`src/rtl/core_sequencer_if.sv`:
```
// Shared memory-port handshake between the sequencer and the memory arbiter.
// The sequencer is the master: it holds req/we/addr_sel steady until mem_ready.
interface core_sequencer_if;
    logic mem_req;
    logic mem_we;
    logic mem_addr_sel;
    logic mem_ready;

    modport master (
        output mem_req,
        output mem_we,
        output mem_addr_sel,
        input  mem_ready
    );

    modport slave (
        input  mem_req,
        input  mem_we,
        input  mem_addr_sel,
        output mem_ready
    );
endinterface

```
`src/rtl/core_sequencer.sv`:
```
// Multi-cycle sequencer for the single-issue RV32 datapath.
// One memory port is shared between instruction fetch and load/store; the
// decoder flags steer EXEC/MEM/WB, ECALL halts, illegal ops and memory
// timeouts park the core in ERROR until reset.
module core_sequencer #(
    parameter int unsigned WORD        = 32,
    parameter int unsigned MEM_TIMEOUT = 64
) (
    input  logic               clk,
    input  logic               rst_n,
    input  logic               start,
    input  logic               dec_regWrite,
    input  logic               dec_memWrite,
    input  logic               dec_mem2reg,
    input  logic               dec_finish,
    input  logic               dec_illegal,
    core_sequencer_if.master   mem,
    output logic               ir_we,
    output logic               alu_we,
    output logic               rf_we,
    output logic               wb_sel,
    output logic               pc_we,
    output logic               halted,
    output logic               error,
    output logic [2:0]         state,
    output logic [WORD-1:0]    instret,
    output logic [WORD-1:0]    cycles
);

    localparam logic [2:0] IDLE   = 3'd0;
    localparam logic [2:0] FETCH  = 3'd1;
    localparam logic [2:0] DECODE = 3'd2;
    localparam logic [2:0] EXEC   = 3'd3;
    localparam logic [2:0] MEM    = 3'd4;
    localparam logic [2:0] WB     = 3'd5;
    localparam logic [2:0] HALT   = 3'd6;
    localparam logic [2:0] ERROR  = 3'd7;

    // Timeout counter only has to reach MEM_TIMEOUT-1.
    localparam int unsigned TW = (MEM_TIMEOUT < 2) ? 1 : $clog2(MEM_TIMEOUT);

    logic [2:0]    state_q;
    logic [2:0]    state_d;
    logic [TW-1:0] tcnt;
    logic          waiting;
    logic          expired;

    assign state  = state_q;
    assign halted = (state_q == HALT);
    assign error  = (state_q == ERROR);

    // A memory state without mem_ready is a wait cycle; the last allowed one expires.
    assign waiting = ((state_q == FETCH) || (state_q == MEM)) && !mem.mem_ready;
    assign expired = (MEM_TIMEOUT != 0) && waiting && (tcnt == TW'(MEM_TIMEOUT - 1));

    // Next-state and strobe decode; ir_we and the MEM-state pc_we follow mem_ready.
    always_comb begin
        state_d          = state_q;
        mem.mem_req      = 1'b0;
        mem.mem_we       = 1'b0;
        mem.mem_addr_sel = 1'b0;
        ir_we            = 1'b0;
        alu_we           = 1'b0;
        rf_we            = 1'b0;
        wb_sel           = 1'b0;
        pc_we            = 1'b0;
        case (state_q)
            IDLE: begin
                if (start) state_d = FETCH;
            end
            FETCH: begin
                mem.mem_req = 1'b1;
                if (mem.mem_ready) begin
                    ir_we   = 1'b1;
                    state_d = DECODE;
                end else if (expired) begin
                    state_d = ERROR;
                end
            end
            DECODE: begin
                if (dec_illegal)     state_d = ERROR;
                else if (dec_finish) state_d = HALT;
                else                 state_d = EXEC;
            end
            EXEC: begin
                alu_we = 1'b1;
                if (dec_memWrite && dec_mem2reg) begin
                    state_d = ERROR;
                end else if (dec_memWrite || dec_mem2reg) begin
                    state_d = MEM;
                end else if (dec_regWrite) begin
                    state_d = WB;
                end else begin
                    pc_we   = 1'b1;
                    state_d = FETCH;
                end
            end
            MEM: begin
                mem.mem_req      = 1'b1;
                mem.mem_addr_sel = 1'b1;
                mem.mem_we       = dec_memWrite;
                if (mem.mem_ready) begin
                    if (dec_memWrite) begin
                        pc_we   = 1'b1;
                        state_d = FETCH;
                    end else begin
                        state_d = WB;
                    end
                end else if (expired) begin
                    state_d = ERROR;
                end
            end
            WB: begin
                rf_we   = dec_regWrite;
                wb_sel  = dec_mem2reg;
                pc_we   = 1'b1;
                state_d = FETCH;
            end
            default: ; // HALT and ERROR hold until reset
        endcase
    end

    // State register.
    always_ff @(posedge clk or negedge rst_n) begin
        if (!rst_n) state_q <= IDLE;
        else        state_q <= state_d;
    end

    // Wait counter: runs while waiting, cleared by any non-waiting cycle (hence on entry).
    always_ff @(posedge clk or negedge rst_n) begin
        if (!rst_n)       tcnt <= '0;
        else if (waiting) tcnt <= tcnt + TW'(1);
        else              tcnt <= '0;
    end

    // Performance counters: retirements and active (FETCH..WB) cycles.
    always_ff @(posedge clk or negedge rst_n) begin
        if (!rst_n) begin
            instret <= '0;
            cycles  <= '0;
        end else begin
            if (pc_we) instret <= instret + WORD'(1);
            if ((state_q >= FETCH) && (state_q <= WB)) cycles <= cycles + WORD'(1);
        end
    end

endmodule

```
`src/flat_wrapper.sv`:
```
// flat-port wrapper written by rule: the top's interface ports become plain ports
module core_sequencer_flat 
#(
    parameter int unsigned WORD        = 32,
    parameter int unsigned MEM_TIMEOUT = 64
)
  (clk, rst_n, start, dec_regWrite, dec_memWrite, dec_mem2reg, dec_finish, dec_illegal, ir_we, alu_we, rf_we, wb_sel, pc_we, halted, error, state, instret, cycles, mem_mem_req, mem_mem_we, mem_mem_addr_sel, mem_mem_ready);
  core_sequencer_if mem_i ();
  input  logic clk;
  input  logic rst_n;
  input  logic start;
  input  logic dec_regWrite;
  input  logic dec_memWrite;
  input  logic dec_mem2reg;
  input  logic dec_finish;
  input  logic dec_illegal;
  output logic ir_we;
  output logic alu_we;
  output logic rf_we;
  output logic wb_sel;
  output logic pc_we;
  output logic halted;
  output logic error;
  output logic [2:0] state;
  output logic [WORD-1:0] instret;
  output logic [WORD-1:0] cycles;
  output wire logic [$bits(mem_i.mem_req)-1:0] mem_mem_req;
  output wire logic [$bits(mem_i.mem_we)-1:0] mem_mem_we;
  output wire logic [$bits(mem_i.mem_addr_sel)-1:0] mem_mem_addr_sel;
  input wire logic [$bits(mem_i.mem_ready)-1:0] mem_mem_ready;
  assign mem_mem_req = mem_i.mem_req;
  assign mem_mem_we = mem_i.mem_we;
  assign mem_mem_addr_sel = mem_i.mem_addr_sel;
  assign mem_i.mem_ready = mem_mem_ready;
  core_sequencer #(.WORD(WORD), .MEM_TIMEOUT(MEM_TIMEOUT)) u_core (.clk(clk), .rst_n(rst_n), .start(start), .dec_regWrite(dec_regWrite), .dec_memWrite(dec_memWrite), .dec_mem2reg(dec_mem2reg), .dec_finish(dec_finish), .dec_illegal(dec_illegal), .mem(mem_i), .ir_we(ir_we), .alu_we(alu_we), .rf_we(rf_we), .wb_sel(wb_sel), .pc_we(pc_we), .halted(halted), .error(error), .state(state), .instret(instret), .cycles(cycles));
endmodule
```
`config.mk`:
```
export PLATFORM = sky130hd
export DESIGN_NAME = core_sequencer_flat
export DESIGN_NICKNAME = d
export VERILOG_FILES = /design/src/rtl/core_sequencer_if.sv /design/src/rtl/core_sequencer.sv /design/src/flat_wrapper.sv
export SDC_FILE = /design/constraint.sdc
export NUM_CORES = 1
export LEC_CHECK = 0
export CORE_MARGIN = 5
export CORE_UTILIZATION = 45
export CTS_CLUSTER_DIAMETER = 120
export DETAILED_ROUTE_END_ITERATION = 7
export GPL_ROUTABILITY_DRIVEN = 0
export MAX_ROUTING_LAYER = met4
export PLACE_DENSITY = 0.73
export SYNTH_ARGS = -nofsm -noshare
export SYNTH_HDL_FRONTEND = slang
export SYNTH_SLANG_ARGS = --single-unit
```
`constraint.sdc`:
```
create_clock -name clk -period 2.08 [get_ports clk]
set_input_delay 0.312 -clock clk [delete_from_list [all_inputs] [get_ports clk]]
set_output_delay 0.312 -clock clk [all_outputs]
set_load 0.005 [all_outputs]
```
==> impl_results.md, run 1 <==
* Status: finished with violations
* Failing checks: hold timing
* Syn nets at 363
* CP Capture Type: output port
* Worst Path Required at 1.77 ns
* CP top delay family: buffers and inverters
* FFs w/ async S/R, synth at 1.00
* Leakage at 2.25 nW
* Worst setup margin at 0.0440 ns
* Insertion delay to the later sink of the worst-skew pair at 0.34 ns
* Pwr/cell area at 909 mW/mm^2
* Final setup viols at 0
* Layout net count at 466
* Die area at 0.0103 sq mm
* Synthesized flop and latch total at 73
* Reg2Reg Depth at 5
* CTS Hold Bufs at 0
* Detailed Place HPWL at 6.19 mm
* Hold Path Class: in2async
* Endpoints failing hold at 7
* Initial core utilization at 0.458
* WP buf/inv at 1
* Multi-input gate area at 0.00185 sq mm
* Most frequent cell after synthesis: dfrtp_1
* Max_slew headroom at 0.690
* Initial antenna violation count at 0
* Initial DRT Pass Iterations at 4
* Row cnt at 33
* Comb power frac at 0.375
* Die width at 101 um
* Syn_area_per_cell at 10.7 sq um
* WL/cell at 15.6 um
* Sequential share of power at 0.391
* Share of layout cells above drive strength 1 at 0.156
* VDD IR max at 608 uV
* DRC errors left at 0
* Initial DRC count at 91
* Vias per inst at 5.38
* Ys flop type: dfrtp_1
* Vias at 3010
* Worst Skew at 0.0116 ns
* Crit Path Class: reg2out
* Num ports at 86
* Pre-CTS setup slack at -0.582 ns
* Top cell type's share of synthesized area at 0.487
* Tmin final at 2.04 ns
* Unique cell type count in the Yosys netlist at 39
* Total gr overflow at 0
* Cell count after placement at 544
* Root Driver: clkbuf_8
* Total number of yosys warnings at 0
* Cell taking the most area after synthesis: dfrtp_1
* GRT Total Usage at 0.183
* Final Instance Count excl. Fillers at 560
* Largest net degree at the start of global routing at 74
* CP max-delay cell: clkdlybuf4s50_1
* Switching power at 1.54 mW
* Vias in the first global route at 3033
* Wirelength, routed at 8.76 mm
* Worst-margin pin slew at 0.465 ns
* Max-cap violations at 0
* CTS buffer count at 9
* Critical path arrival at 1.72 ns
* Most instantiated cells after synthesis: dfrtp_1, xnor2_1, xor2_1
* Synthesized area at 0.00375 sq mm
* # diodes at 0
* Post-synthesis cell count at 349
* Cell count along the critical path at 3
* Element type at the critical path start: register
* H-tree depth at 3
* Number of port buffers at 85
* Worst-path clk slew at 0.07 ns
* First-pass GRT wire length at 14.7 mm
* Switching part of the total power at 0.334
* Critical Path, Cell by Cell: nand2b_1 -> nor2_2 -> clkdlybuf4s50_1
* Max-slew violations at 0
* Area contributors post-synth: dfrtp_1, xnor2_1, xor2_1
* Fillers at 704
* Die H at 101 um
* Core area at 0.00818 sq mm
* Max Freq at 491 MHz
* Clock Path Buffers at 2
* EDFF count, synth at 0
* CTS tree: yes
* Clock Sinks at 73
* CP max FO at 5
* Sequential cell area at 0.00183 sq mm
* Final period util at 0.979
* Layout area overhead at 35.0%
* Clock share of power at 0.234
* Minimum hold slack at -0.00601 ns
* RSZ-0062 raised after global routing: yes
* Seq/Total Area, Yosys at 0.487
* Max stage delay on crit path at 0.53 ns
* Post-DRT Antenna Nets at 0
* Pint at 3.06 mW
[kinds of logic after synthesis]
logic type      Yosys count  share of synthesized area
compound gates           10                     0.0194
xor+xnor                 66                      0.154
fa+ha+maj                 5                     0.0167
buf+inv                  25                     0.0311
flops                    73                      0.487
mux                       2                    0.00901
simple gates            168                      0.282
[timing repair]
action,4_1_cts,5_1_grt
buffers inserted,2,0
endpoints found under the setup margin,26,12
gates cloned,0,0
pin swaps,0,2
gates resized for setup,13,17
[worst paths after layout]
kind	start	endpoint	slack [ns]
setup / recovery	u_core.state[2]	alu_we	0.04
hold / removal	rst_n	u_core.cycles[26]	-0.006
setup reg to reg	u_core.state[1]	u_core.cycles[31]	0.12
hold reg to reg	u_core.tcnt[0]	u_core.tcnt[0]	0.47
max in group asynchronous	rst_n	u_core.state[1]	1.75
min in group clk	dec_regWrite	u_core.state[2]	0.42
[sequential cells by signal (all words and copies together) (netlist names)]
register / flops
u_core.cycles: 32
u_core.instret: 32
u_core.state: 3
u_core.tcnt: 6
[cell usage in the layout (no fill, tap or decap), types with 3 or more instances in the layout]
cell / instances
clkdlybuf4s50_1: 75
dfrtp_1: 72
xnor2_1: 37
xor2_1: 29
nand2_1: 28
nand3_1: 23
nand4_1: 22
buf_4: 20
nor2_1: 15
and3_1: 14
nor3_1: 13
and4_1: 13
nor4_2: 10
clkbuf_8: 10
inv_1: 8
nand2b_1: 5
a21oi_1: 4
and2_1: 4
ha_1: 4
dlymetal6s2s_1: 4
nor3_2: 3
or4_1: 3
[per-layer routing]
layer,global-route usage,vias up,part of all wire
li1,-,1435,-
met1,0.234,1484,0.44
met2,0.288,84,0.49
met3,0.0461,7,0.062
met4,0.0562,0,0.0091
met5,-,-,0
[through the flow]
step | cell area [sq um] | util | TNS (ns) | total power, mW
after floorplan | 3750 | - | 0 | 2.61
after global placement | 4810 | 0.589 | -11.60 | 3.45
after detailed placement | 4810 | 0.589 | -12.86 | 3.47
after CTS | 5020 | 0.614 | 0 | 4.61
after global routing | 5060 | 0.619 | -0.0634 | 4.91
final | 5060 | 0.619 | 0 | 4.60
[worst reg2reg max path, cell delays in order (launching register included)]
cell and delay, ns:
dfrtp_2 0.43, buf_4 0.16, and2_1 0.15, or4_1 0.68
nor4_2 0.33, xor2_1 0.16
[layout make-up]
type	instances	area share
Timing Repair Buffer	107	0.203
Tap cell	105	0.0260
Sequential cell	73	0.361
Inverter	10	0.00742
Multi-Input combinational cell	251	0.366
Clock buffer	11	0.0279
Clock inverter	3	0.00841
[power groups by stage]
stage / logic [mW] / clock network, mW / registers, mW
floorplan: 0.768 / 0 / 1.84
global placement: 1.62 / 0 / 1.83
detailed placement: 1.64 / 0 / 1.83
CTS: 1.71 / 1.11 / 1.80
global route: 1.91 / 1.17 / 1.83
finish: 1.72 / 1.08 / 1.80
Note: power is estimated with default switching activity, not from simulation.
==> run 2, diff against run 1 <==
REMOVE_ABC_BUFFERS = 1   (was unset)
==> impl_results.md, run 2 (synthesis results as in run 1) <==
* Vias per inst at 5.35 (-0.49%)
* Worst Path Required at 2.34 ns (+0.57 ns)
* Pwr/cell area at 893 mW/mm^2 (-1.7%)
* Largest net degree at the start of global routing at 44 (-41%)
* Critical path arrival at 2.27 ns (+0.55 ns)
* Max stage delay on crit path at 0.43 ns (-0.10 ns)
* Status: finished, final reports clean
* Met2 WL at 4.38 mm (+2.6%)
* Max_slew headroom at 0.662 (-0.0279)
* H-tree depth at 3 (unchanged)
* Most frequent cells in the layout: clkdlybuf4s50_1, dfrtp_1, xnor2_1, xor2_1, nand2_1
* Cell count after placement at 547 (+0.55%)
* Initial core utilization at 0.458 (unchanged)
* Highest Signal Layer: met4
* Endpoints failing hold at 0 (-7)
* Sequential cell area at 0.00183 sq mm (unchanged)
* Share of layout cells above drive strength 1 at 0.166 (+0.0103)
* WL/cell at 15.6 um (about the same)
* Worst-margin pin slew at 0.503 ns (+0.0380 ns)
* Total gr overflow at 0 (unchanged)
* Initial antenna violation count at 0 (unchanged)
* Hold Path Class: in2reg
* Tmin final at 2.01 ns (-0.0288 ns)
* # diodes at 0 (unchanged)
* Post-DRT Antenna Nets at 0 (unchanged)
* Commonest non-fill, non-tap cell in the layout: clkdlybuf4s50_1
* Wirelength, routed at 8.89 mm (+1.5%)
* Area of placed instances at 0.00484 sq mm (+0.47%)
* CTS tree: yes
* Element type at the critical path start: primary input
* Worst-path clk slew at 0.07 ns (about the same)
* Final setup viols at 0 (unchanged)
* GRT Total Usage at 0.189 (+0.00576)
* Die width at 101 um (unchanged)
* DR WL met3 at 336 um (-38%)
* Initial DRT Pass Iterations at 4 (unchanged)
* RSZ-0062 raised after global routing: no
* Num ports at 86 (unchanged)
* Final period util at 0.965 (-0.0138)
* Final Util at 0.624 (+0.00520)
* Leakage at 2.27 nW (+0.93%)
* Design area at 0.00510 sq mm (+0.84%)
* Insertion delay to the later sink of the worst-skew pair at 0.33 ns (about the same)
* Worst Skew at 0.00784 ns (-0.00380 ns)
* CP max FO at 22 (+17)
* Critical Path, Cell by Cell: clkdlybuf4s15_2 -> inv_1 -> ha_1 -> or3b_4 -> o32a_4 -> buf_4 -> nor4b_1 -> xor2_1
* Final Instance Count excl. Fillers at 568 (+1.4%)
* Clock Path Buffers at 2 (unchanged)
* Vias at 3038 (+0.93%)
* Initial DRC count at 104 (+14%)
* CP max-delay cell: nor4b_1
* VDD IR max at 708 uV (+16%)
* Max-cap violations at 0 (unchanged)
* Vias in the first global route at 2988 (-1.5%)
* First-pass GRT wire length at 14.9 mm (+1.5%)
* Number of port buffers at 85 (unchanged)
* Root Driver: clkbuf_8
* Core area at 0.00818 sq mm (unchanged)
* Layout area overhead at 36.1%
* Top flop regs: u_core.cycles (32), u_core.instret (32), u_core.tcnt (6)
* Multi-input gate area at 0.00184 sq mm (-0.88%)
* Clock Sinks at 73 (unchanged)
* Fillers at 685 (-2.7%)
* Worst setup margin at 0.0728 ns (+0.0288 ns)
* CTS buffer count at 9 (unchanged)
* Crit Path Class: in2reg
* Max Freq at 498 MHz (+1.4%)
* DRC errors left at 0 (unchanged)
* Row cnt at 33 (unchanged)
* CP Capture Type: register
* Detailed Place HPWL at 6.50 mm (+4.9%)
* Max-slew violations at 0 (unchanged)
* Die H at 101 um (unchanged)
* Met1 WL at 4.05 mm (+4.9%)
* Pre-CTS setup slack at -0.578 ns (+0.00368 ns)
* Power, Total at 4.56 mW (-0.90%)
* Die area at 0.0103 sq mm (unchanged)
* Layout net count at 473 (+1.5%)
==> run 2: changes by cell type in the layout (fill, tap and decap cells not counted), sizes merged <==
cell / before / now
bufinv: 1 / 0
clkdlybuf4s50: 75 / 76
dlymetal6s2s: 4 / 3
clkdlybuf4s15: 1 / 2
dlygate4sd3: 0 / 1
buf: 23 / 30
==> run 2: worst max-delay path, delay by kind of cell <==
family / cells / cell delay (ns)
simple gates: 2 / 0.81
buf+inv: 3 / 0.50
compound gates: 1 / 0.34
xor+xnor: 1 / 0.17
fa+ha+maj: 1 / 0.13
==> run 2: where the power goes <==
group	total (mW)	switching, mW	internal (mW)	leakage, nW
logic	1.73	0.822	0.905	1.21
registers	1.82	0.219	1.60	0.966
clock network	1.01	0.485	0.523	0.0915
==> run 2: cell type report <==
| type | count | share of cell area |
|---|---|---|
| Tap cell | 105 | 0.0258 |
| Timing Repair Buffer | 114 | 0.213 |
| Clock buffer | 13 | 0.0331 |
| Sequential cell | 73 | 0.358 |
| Inverter | 10 | 0.00785 |
| Clock inverter | 2 | 0.00245 |
| Multi-Input combinational cell | 251 | 0.360 |
==> run 2: routing by layer <==
layer	vias to the layer above	track usage
li1	1453	-
met1	1496	0.250
met2	78	0.295
met3	11	0.0344
met4	0	0.0613
met5	-	-
==> run 2: path summary, 6_finish.rpt <==
path                            slack, ns  depth (start not counted)                 to         startpoint
worst max register to register       0.13                          5  u_core.instret[9]    u_core.state[2]
min in group asynchronous            0.48                          2   u_core.cycles[5]              rst_n
worst max-delay path                 0.07                          8  u_core.instret[9]        dec_mem2reg
worst min register to register       0.47                          1  u_core.cycles[31]  u_core.cycles[31]
max in group asynchronous            1.00                          3  u_core.instret[1]              rst_n
worst min-delay path                 0.46                          5    u_core.state[2]       dec_memWrite
==> run 2: what timing repair did <==
action,in CTS,in global routing
hold buffers,1,0
endpoints found under the hold margin,18,0
pin swaps,3,1
gates resized for setup,20,9
setup buffers,3,2
endpoints found under the setup margin,27,9
==> run 2: stage by stage <==
stage               setup TNS (ns)  hold slack, ns
floorplan                    -1.12          0.0164
global placement            -11.57           0.291
detailed placement          -12.92           0.299
CTS                              0           0.441
global route                     0           0.462
finish                           0           0.462
==> run 3, diff against run 2 <==
CAP_MARGIN = 30   (was unset)
DONT_BUFFER_PORTS = 1   (was unset)
PLACE_DENSITY = unset   (was 0.73)
clock period = 2.16 ns   (was 2.08 ns; I/O delays follow)
==> impl_results.md, run 3 (synthesis results as in run 1) <==
* VDD IR max at 737 uV (+4.2%)
* Critical path arrival at 1.68 ns (-0.59 ns)
* Commonest non-fill, non-tap cell in the layout: dfrtp_1
* Die area at 0.0103 sq mm (unchanged)
* Root Driver: clkbuf_8
* Top flop regs: u_core.cycles (32), u_core.instret (32), u_core.tcnt (6)
* Status: finished, final reports clean
* Vias at 2630 (-13%)
* Vias per inst at 5.56 (+4.0%)
* Post-DRT Antenna Nets at 0 (unchanged)
* Final period util at 0.926
* Worst Skew at 0.0105 ns (+0.00264 ns)
* Initial antenna violation count at 0 (unchanged)
* Layout area overhead at 11.1%
* GR Layer Usage met2 at 0.253 (-0.0423)
* GRT Total Usage at 0.169 (-0.0195)
* Fillers at 753 (+9.9%)
* Met3 usage at 0.0565 (+0.0220)
* Max-slew violations at 0 (unchanged)
* Initial core utilization at 0.458 (unchanged)
* Final setup viols at 0 (unchanged)
* Final Instance Count excl. Fillers at 473 (-17%)
* Number of port buffers at 0 (-100%)
* Initial DRT Pass Iterations at 4 (unchanged)
* Wirelength, routed at 8.03 mm (-9.7%)
* Max_slew headroom at 0.686 (+0.0233)
* Pwr/cell area at 923 mW/mm^2 (+3.3%)
* Clock Sinks at 73 (unchanged)
* Detailed Place HPWL at 5.59 mm (-14%)
* Max Freq at 500 MHz
* Die H at 101 um (unchanged)
* Die width at 101 um (unchanged)
* Max-cap violations at 0 (unchanged)
* Tmin final at 2.00 ns
* Row cnt at 33 (unchanged)
* WL/cell at 17.0 um (+8.5%)
* H-tree depth at 3 (unchanged)
* DRC errors left at 0 (unchanged)
* CP Capture Type: output port
* Layout net count at 377 (-20%)
* Worst-path clk slew at 0.08 ns (about the same)
* Most frequent cells in the layout: dfrtp_1, xnor2_1, xor2_1, nand2_1, nand3_1
* Cell count after placement at 455 (-17%)
* Insertion delay to the later sink of the worst-skew pair at 0.35 ns (+0.02 ns)
* Final Util at 0.509 (-0.115)
* Worst-margin pin slew at 0.472 ns (-0.0311 ns)
* Top Usage Layer GRT: met2
* Initial DRC count at 124 (+19%)
* Share of layout cells above drive strength 1 at 0.144 (-0.0223)
* CTS buffer count at 9 (unchanged)
* Core area at 0.00818 sq mm (unchanged)
* Crit Path Class: reg2out
* Endpoints failing hold at 0 (unchanged)
* CP max FO at 12 (-45%)
* Clock Path Buffers at 2 (unchanged)
* # diodes at 0 (unchanged)
* M1 GR Usage at 0.210 (-0.0393)
* Vias in the first global route at 2639 (-12%)
* Hold Path Class: in2reg
* Total gr overflow at 0 (unchanged)
* Largest net degree at the start of global routing at 74 (+68%)
* Element type at the critical path start: register
* Num ports at 86 (unchanged)
* CTS tree: yes
* Setup bufs post-CTS at 0 (-3)
* RSZ-0062 raised after global routing: no
* First-pass GRT wire length at 13.5 mm (-9.8%)
* Worst Path Required at 1.84 ns (-0.50 ns)
* Leakage at 1.85 nW (-18%)
[run 3: power by group]
group          total, mW  internal [mW]  switching, mW
combinational       1.09          0.441          0.650
clock              0.991          0.474          0.517
sequential          1.76           1.54          0.218
[run 3: critical path, cell delays in order (launching register included)]
cell	delay [ns]
dfrtp_1	0.39
buf_4	0.20
inv_1	0.10
o32a_4	0.44
clkinvlp_4	0.20
[run 3: what timing repair did]
| action | CTS | global route |
|---|---|---|
| hold buffers | 2 | 0 |
| hold endpoints to repair | 73 | 0 |
| setup endpoints to repair | 0 | 1 |
| resized for setup | 0 | 1 |
[run 3: cell type report]
class,count,area [sq um],area share
Clock buffer,11,151,0.0364
Clock inverter,5,30.0,0.00722
Inverter,10,41.3,0.00992
Multi-Input combinational cell,251,1810,0.435
Sequential cell,73,1830,0.439
Tap cell,105,131,0.0316
Timing Repair Buffer,18,170,0.0409
[run 3: final timing paths]
check | slack (ns) | to | start | depth (start not counted)
max reg2reg | 0.17 | u_core.instret[26] | u_core.instret[5] | 4
max in group asynchronous | 1.34 | u_core.state[2] | rst_n | 2
min | 0.18 | u_core.state[2] | mem_mem_ready | 3
min reg2reg | 0.46 | u_core.tcnt[0] | u_core.tcnt[0] | 1
min in group asynchronous | 0.52 | u_core.cycles[23] | rst_n | 2
max | 0.16 | pc_we | u_core.state[1] | 4
[run 3: stage by stage]
step           hold WS, ns  TNS, ns  setup WS (ns)  power, mW  instance area (sq um)
2_1_floorplan       0.0284   -0.120        -0.0206       2.46                   3670
3_3_place_gp        0.0308        0          0.121       2.83                   3940
3_5_place_dp        0.0304        0         0.0841       2.85                   3940
4_1_cts              0.147        0         0.0115       3.90                   4160
5_1_grt              0.160        0         0.0166       4.10                   4160
6_report             0.176        0          0.159       3.84                   4160
[run 3: layer usage]
layer,vias up,share of wire
li1,1259,-
met1,1296,0.44
met2,65,0.46
met4,0,0.016
met5,-,0
met3,10,0.078
